`src/rtl/btb_predictor_rv32i.sv`:
```
// Direct-mapped BTB with 2-bit counters for RV32I fetch.
// Optional stats counters: define BTB_STATS_EN.
module btb_predictor_rv32i #(
  parameter int IDX_W = 4,
  parameter int TAG_W = 26
) (
  input  logic        clock,
  input  logic        reset,
  input  logic [31:0] f_pc,
  output logic        pred_taken,
  output logic [31:0] pred_target,
  output logic [31:0] pred_pc_next,
  input  logic        ex_valid,
  input  logic [31:0] ex_pc,
  input  logic        ex_is_branch,
  input  logic        ex_taken,
  input  logic [31:0] ex_target,
  input  logic        ex_pred_taken,
  input  logic [31:0] ex_pred_target,
  output logic        ex_mispredict,
  output logic [31:0] ex_redirect_pc
`ifdef BTB_STATS_EN
  ,
  output logic [31:0] stat_branches,
  output logic [31:0] stat_mispredicts
`endif
);

  localparam int ENTRIES = 2**IDX_W;

  logic [ENTRIES-1:0] valid_q, valid_d;
  logic [TAG_W-1:0]   tag_q    [ENTRIES];
  logic [TAG_W-1:0]   tag_d    [ENTRIES];
  logic [31:0]        target_q [ENTRIES];
  logic [31:0]        target_d [ENTRIES];
  logic [1:0]         ctr_q    [ENTRIES];
  logic [1:0]         ctr_d    [ENTRIES];

  logic [IDX_W-1:0] f_idx;
  logic [TAG_W-1:0] f_tag;
  logic             f_hit;
  logic [IDX_W-1:0] ex_idx;
  logic [TAG_W-1:0] ex_tag;
  logic             ex_hit;
  logic             upd;
  logic             br_miss;

  assign f_idx  = f_pc[IDX_W+1:2];
  assign f_tag  = f_pc[31:IDX_W+2];
  assign ex_idx = ex_pc[IDX_W+1:2];
  assign ex_tag = ex_pc[31:IDX_W+2];
  assign upd    = ex_valid && ex_is_branch;

  // Fetch-side lookup, zero latency, pre-edge contents only
  always_comb begin
    f_hit        = valid_q[f_idx] &&
                   (tag_q[f_idx] == f_tag);
    pred_taken   = f_hit && ctr_q[f_idx][1];
    pred_target  = f_hit ? target_q[f_idx] : 32'd0;
    pred_pc_next = pred_taken ? target_q[f_idx]
                              : f_pc + 32'd4;
  end

  // Resolution check and corrected PC for the EX stage
  always_comb begin
    br_miss = (ex_taken != ex_pred_taken) ||
              (ex_taken &&
               (ex_target != ex_pred_target));
    ex_mispredict = ex_valid &&
                    (ex_is_branch ? br_miss
                                  : ex_pred_taken);
    ex_redirect_pc = (ex_is_branch && ex_taken)
                   ? ex_target
                   : ex_pc + 32'd4;
  end

  // Next table contents from the resolved branch
  always_comb begin
    valid_d  = valid_q;
    tag_d    = tag_q;
    target_d = target_q;
    ctr_d    = ctr_q;
    ex_hit   = valid_q[ex_idx] &&
               (tag_q[ex_idx] == ex_tag);
    if (upd) begin
      if (ex_hit) begin
        if (ex_taken) begin
          target_d[ex_idx] = ex_target;
          if (ctr_q[ex_idx] != 2'd3)
            ctr_d[ex_idx] = ctr_q[ex_idx] + 2'd1;
        end else if (ctr_q[ex_idx] != 2'd0) begin
          ctr_d[ex_idx] = ctr_q[ex_idx] - 2'd1;
        end
      end else if (ex_taken) begin
        valid_d[ex_idx]  = 1'b1;
        tag_d[ex_idx]    = ex_tag;
        target_d[ex_idx] = ex_target;
        ctr_d[ex_idx]    = 2'b10;
      end
    end
  end

  // Table state; reset flushes and drops any update
  always_ff @(posedge clock) begin
    if (reset) begin
      valid_q <= '0;
      for (int i = 0; i < ENTRIES; i++) begin
        tag_q[i]    <= '0;
        target_q[i] <= '0;
        ctr_q[i]    <= 2'b01;
      end
    end else begin
      valid_q  <= valid_d;
      tag_q    <= tag_d;
      target_q <= target_d;
      ctr_q    <= ctr_d;
    end
  end

`ifdef BTB_STATS_EN
  logic [31:0] stat_br_q, stat_br_d;
  logic [31:0] stat_mp_q, stat_mp_d;

  // Saturating event counters
  always_comb begin
    stat_br_d = stat_br_q;
    stat_mp_d = stat_mp_q;
    if (upd && (stat_br_q != 32'hFFFF_FFFF))
      stat_br_d = stat_br_q + 32'd1;
    if (ex_valid && ex_mispredict &&
        (stat_mp_q != 32'hFFFF_FFFF))
      stat_mp_d = stat_mp_q + 32'd1;
  end

  // Counter registers
  always_ff @(posedge clock) begin
    if (reset) begin
      stat_br_q <= '0;
      stat_mp_q <= '0;
    end else begin
      stat_br_q <= stat_br_d;
      stat_mp_q <= stat_mp_d;
    end
  end

  assign stat_branches    = stat_br_q;
  assign stat_mispredicts = stat_mp_q;
`endif

endmodule

```
`config.mk`:
```
export PLATFORM = sky130hd
export DESIGN_NAME = btb_predictor_rv32i
export DESIGN_NICKNAME = d
export VERILOG_FILES = /design/src/rtl/btb_predictor_rv32i.sv
export SDC_FILE = /design/constraint.sdc
export NUM_CORES = 2
export LEC_CHECK = 0
export ABC_CLOCK_PERIOD_IN_PS = 4700
export CAP_MARGIN = 20
export CORE_ASPECT_RATIO = 1.5
export CORE_MARGIN = 2
export CORE_UTILIZATION = 40
export CTS_BUF_LIST = sky130_fd_sc_hd__clkbuf_2
export DETAILED_ROUTE_END_ITERATION = 6
export DONT_BUFFER_PORTS = 1
export GPL_ROUTABILITY_DRIVEN = 0
export PLACE_DENSITY = 0.55
export SYNTH_ARGS = -nofsm -noshare
export SYNTH_HDL_FRONTEND = slang
export SYNTH_SLANG_ARGS = --single-unit
```
`constraint.sdc`:
```
create_clock -name clock -period 4.7 [get_ports clock]
set_input_delay 0.235 -clock clock [delete_from_list [all_inputs] [get_ports clock]]
set_output_delay 0.235 -clock clock [all_outputs]
set_load 0.01 [all_outputs]
```
==> results of run 1 <==
through the flow:
step                utilization [%]  worst slack, ns  cells  instance area, µm²  hold WS, ns
floorplan                         -            1.015   5672               49630       0.4331
global placement              40.74           0.4704   6712               50260       0.3554
detailed placement            40.74           0.6109   6712               50260       0.3512
synth_stat cells (3+ instances only):
cell,instances
a22oi_1,12
or3_1,3
xor2_1,65
nor3b_1,4
nor2b_1,46
xnor2_1,71
and2_1,8
o21ai_0,450
buf_2,84
dfxtp_1,976
inv_1,22
a22o_1,7
o22ai_1,5
clkbuf_2,7
a211oi_1,21
a221oi_1,4
mux4_2,381
nor4_1,14
mux2_2,31
buf_4,19
a32oi_2,10
a32oi_1,8
nand2b_1,8
nand4_1,24
nand3_1,457
and4_1,3
a21oi_1,964
buf_6,12
nand2_1,1126
nor3_1,18
buf_1,60
nor2_1,85
clkbuf_1,471
mux2_1,3
and3_1,15
ha_1,7
mux2i_1,136
cells by family after synthesis:
group,Yosys count,share of synthesized area [%]
AO/OA/AOI/OAI,1504,15.87
XOR/XNOR,136,2.400
adder cells (fa/ha/maj),7,0.1765
buffers and inverters,677,5.675
flip-flops,976,39.37
multiplexers,551,20.80
AND/OR/NAND/NOR,1821,15.70
==> results_dict.tcl, run 1 <==
set metrics [dict create \
    status "aborted with a tool error" \
    haltStage "clock tree synthesis" \
    tool.error "[ERROR RSZ-0060] Max buffer count reached." \
    pin_count 232 \
    yosys.area.top_type "dfxtp_1" \
    ys_ff_latch 976 \
    yosysSeqAreaShare_pct 39.37 \
    cts_buffers 227 \
    syn_area_mm2 0.04963 \
    start_util_pct 40.23 \
    cts_resized 86 \
    synthTopCellsByArea "dfxtp_1 (39%), mux4_2 (17%), a21oi_1 (9.7%)" \
    synth_edf_count 0 \
    clockRootBuffer "clkbuf_2" \
    cts_hold_buffers 1426 \
    synth_fp_nets 5813 \
    ys.flop_type "dfxtp_1" \
    cts_sinks 976 \
    yosys.area.top_type_share_pct 39.37 \
    fp.dieH_um 435.4 \
    port_buffers 0 \
    die_w_um 291.6 \
    num_rows 158 \
    dp_hpwl_mm 117.1 \
    post_cts_buffers 7 \
    ys_types 64 \
    syn_avg_cell_area_um2 8.750 \
    synth_cells 5672 \
    ys_warn_count 0 \
    async_flop_share_pct 0 \
    htreeDepth 4 \
    cts_buffer_depth 3 \
]
==> run 2: changes to the inputs <==
--- a/config.mk
+++ b/config.mk
@@ -7,14 +7,12 @@
 export LEC_CHECK = 0
 export ABC_CLOCK_PERIOD_IN_PS = 4700
 export CAP_MARGIN = 20
-export CORE_ASPECT_RATIO = 1.5
 export CORE_MARGIN = 2
-export CORE_UTILIZATION = 40
-export CTS_BUF_LIST = sky130_fd_sc_hd__clkbuf_2
+export CORE_UTILIZATION = 25
 export DETAILED_ROUTE_END_ITERATION = 6
 export DONT_BUFFER_PORTS = 1
 export GPL_ROUTABILITY_DRIVEN = 0
-export PLACE_DENSITY = 0.55
+export PLACE_DENSITY_LB_ADDON = 0.15
 export SYNTH_ARGS = -nofsm -noshare
 export SYNTH_HDL_FRONTEND = slang
 export SYNTH_SLANG_ARGS = --single-unit
==> results_dict.tcl, run 2 <==
set metrics [dict create \
    status "finished with violations" \
    violations "slew limit" \
    num_rows 163 \
    top_register "target_q" \
    vias_per_cell 5.445 \
    power_density_mw_per_mm2 298.0 \
    hold_violations 0 \
    syn_avg_cell_area_um2 8.750 \
    die_area_mm2 0.2021 \
    worst_pin_slew_ns 2.345 \
    fp.dieH_um 449.6 \
    crit_start "f_pc[2]" \
    slew_violations 461 \
    cpPeakStageDelay_ns 0.93 \
    dp_hpwl_mm 140.5 \
    critPathCapture "pred_target[14]" \
    die_w_um 449.6 \
    fin_ws_ns 0.1029 \
    core_mm2 0.1972 \
    syn_area_mm2 0.04963 \
    synth_cells 5672 \
    yosysSeqAreaShare_pct 39.37 \
    htreeDepth 3 \
    yosys.area.top_type "dfxtp_1" \
    cts_buffer_depth 3 \
    ys_types 64 \
    wirelength_mm 259.0 \
    critPathMaxFanout 245 \
    port_buffers 0 \
    grt_usage_pct 24.84 \
    drv_cap 0 \
    final_cell_mix "nand2_1 (1125), dfxtp_1 (976), a21oi_1 (963), dlygate4sd3_1 (770), o21ai_0 (450)" \
    start_util_pct 25.16 \
    async_flop_share_pct 0 \
    pin_count 232 \
    wl_per_cell_um 29.48 \
    tns_ns 0 \
    overflow 0 \
    preCtsSetupSlack_ns 0.8259 \
    synth_fp_nets 5813 \
    vias 47840 \
    area_delta_synth_final_pct 28.54 \
    cp_data_required_time_ns 4.47 \
    ys_ff_latch 976 \
    reg_top3 "target_q x512, tag_q x416, ctr_q x32" \
    clk_pin_slew_ns 0.06 \
    antenna_left 0 \
    hold_class "primary input to register" \
    stdcell_area_mm2 0.06379 \
    total_leakage_power_nw 22.34 \
    critPathKind "primary input to output pin" \
    layout_commonest_cell "nand2_1" \
    dpl_cell_area_mm2 0.05197 \
    grt_max_degree 710 \
    cp.arrival_ns 4.36 \
    fin_util_pct 32.35 \
    relSlewSlack_pct -56.34 \
    synth_most_common_cell "nand2_1" \
    grt_pass1_vias 47450 \
    fin_crit_sh_pct 97.81 \
    grt_pass1_wl_mm 366.0 \
    synth_common_cells "nand2_1 (1126), dfxtp_1 (976), a21oi_1 (964)" \
    reg2reg_from "tag_q[91]" \
    cts_sinks 976 \
    yosys.area.top_type_share_pct 39.37 \
    fin_skew_ns 0.1061 \
    first_pass_iters 5 \
    ys.flop_type "dfxtp_1" \
    grt_antenna_before_repair 30 \
    cp-start-kind "primary input" \
    rsz0062_at_grt "no" \
    clockRootBuffer "clkbuf_16" \
    vdd_drop_max_mv 0.3394 \
    r2r_end "tag_q[377]" \
    cts_tree "done" \
    hold_ws_ns 0.09653 \
    ys_warn_count 0 \
    setup_viol 0 \
    clk_latency_ns 0.82 \
    drive_gt1_share_pct 12.80 \
    r2r_slack_ns 0.19 \
    synth_edf_count 0 \
    finalNetCount 6179 \
    hold_path_depth 3 \
    worst_setup_path_end_kind "output pin" \
    critPathSlowestCell "mux4_2" \
    synthTopCellsByArea "dfxtp_1 (39%), mux4_2 (17%), a21oi_1 (9.7%)" \
    drt_iter0_markers 5103 \
    largest_register_ffs 512 \
    ff2ff_path_depth 12 \
    drc 0 \
    period_needed_ns 4.597 \
    cts_buffers 117 \
    fmax_ghz 0.2175 \
    path_cells "mux4_2 > mux4_2 > xnor2_1 > nand4_1 > nor4_1 > nand4_1 > or4_2 > buf_4 > nor2b_1" \
]
==> run 2: cell counts after synthesis <==
Identical to the previous run, type by type.
==> run 2: cells by family after synthesis <==
| logic type | share of synthesized area (%) |
|---|---|
| AOI/OAI and AO/OA | 15.87 |
| and+or+nand+nor | 15.70 |
| DFF | 39.37 |
| muxes | 20.80 |
| buffers and inverters | 5.675 |
| xor gates and xnor gates | 2.400 |
| adders and majority gates | 0.1765 |
==> run 2: timing repair <==
action | 4_1_cts | 5_1_grt
hold buffers | 771 | 0
endpoints found under the hold margin | 976 | 0
setup buffers | 0 | 0
resized for setup | 0 | 0
==> run 2: metal layers <==
metal / track usage (%) / wire (µm) / up-vias
met5: 0 / 27 / -
met4: 12.04 / 13920 / 4
met3: 3.822 / 18070 / 454
met2: 40.57 / 120500 / 1996
met1: 31.94 / 106500 / 24510
li1: - / - / 20880
==> run 2: critical path: cells and delay by family <==
family	cells	cell delay [ns]
buffers and inverters	1	0.33
XOR/XNOR	1	0.25
multiplexers	2	1.47
AND/OR/NAND/NOR	5	1.42
==> run 2: report_power, final <==
part	internal, W	switching (W)
Combinational	0.000405	0.000607
Sequential	0.00831	0.0000218
Clock	0.00556	0.00411
==> run 2: how the worst min path moves through the flow <==
stage	start	slack (ns)	endpoint
after global routing	ex_taken	0.08	ctr_q[12]
after global placement	ex_target[9]	0.37	target_q[137]
final	ex_taken	0.1	ctr_q[12]
after floorplan	target_q[160]	0.43	target_q[160]
after detailed placement	ex_target[15]	0.38	target_q[143]
after CTS	ex_taken	0.02	ctr_q[13]
==> run 2: final cells by class <==
cell class                 instances  area [µm²]
antenna                           12       30.03
clock buffer                     173        3428
clock inverter                    43       623.1
fill                           20650      133400
inverter                          24       90.09
multi-input combinational       4019       27610
sequential                       976       19540
tap                             2640        3303
timing repair buffer             900        9170
==> run 2: through the flow <==
step | power, W | instances
2_1_floorplan | 0.009367 | 5672
3_3_place_gp | 0.009230 | 7787
3_5_place_dp | 0.009232 | 7787
4_1_cts | 0.01912 | 8774
5_1_grt | 0.01951 | 8782
6_report | 0.01901 | 8787
Power figures use the tool's default switching activity.
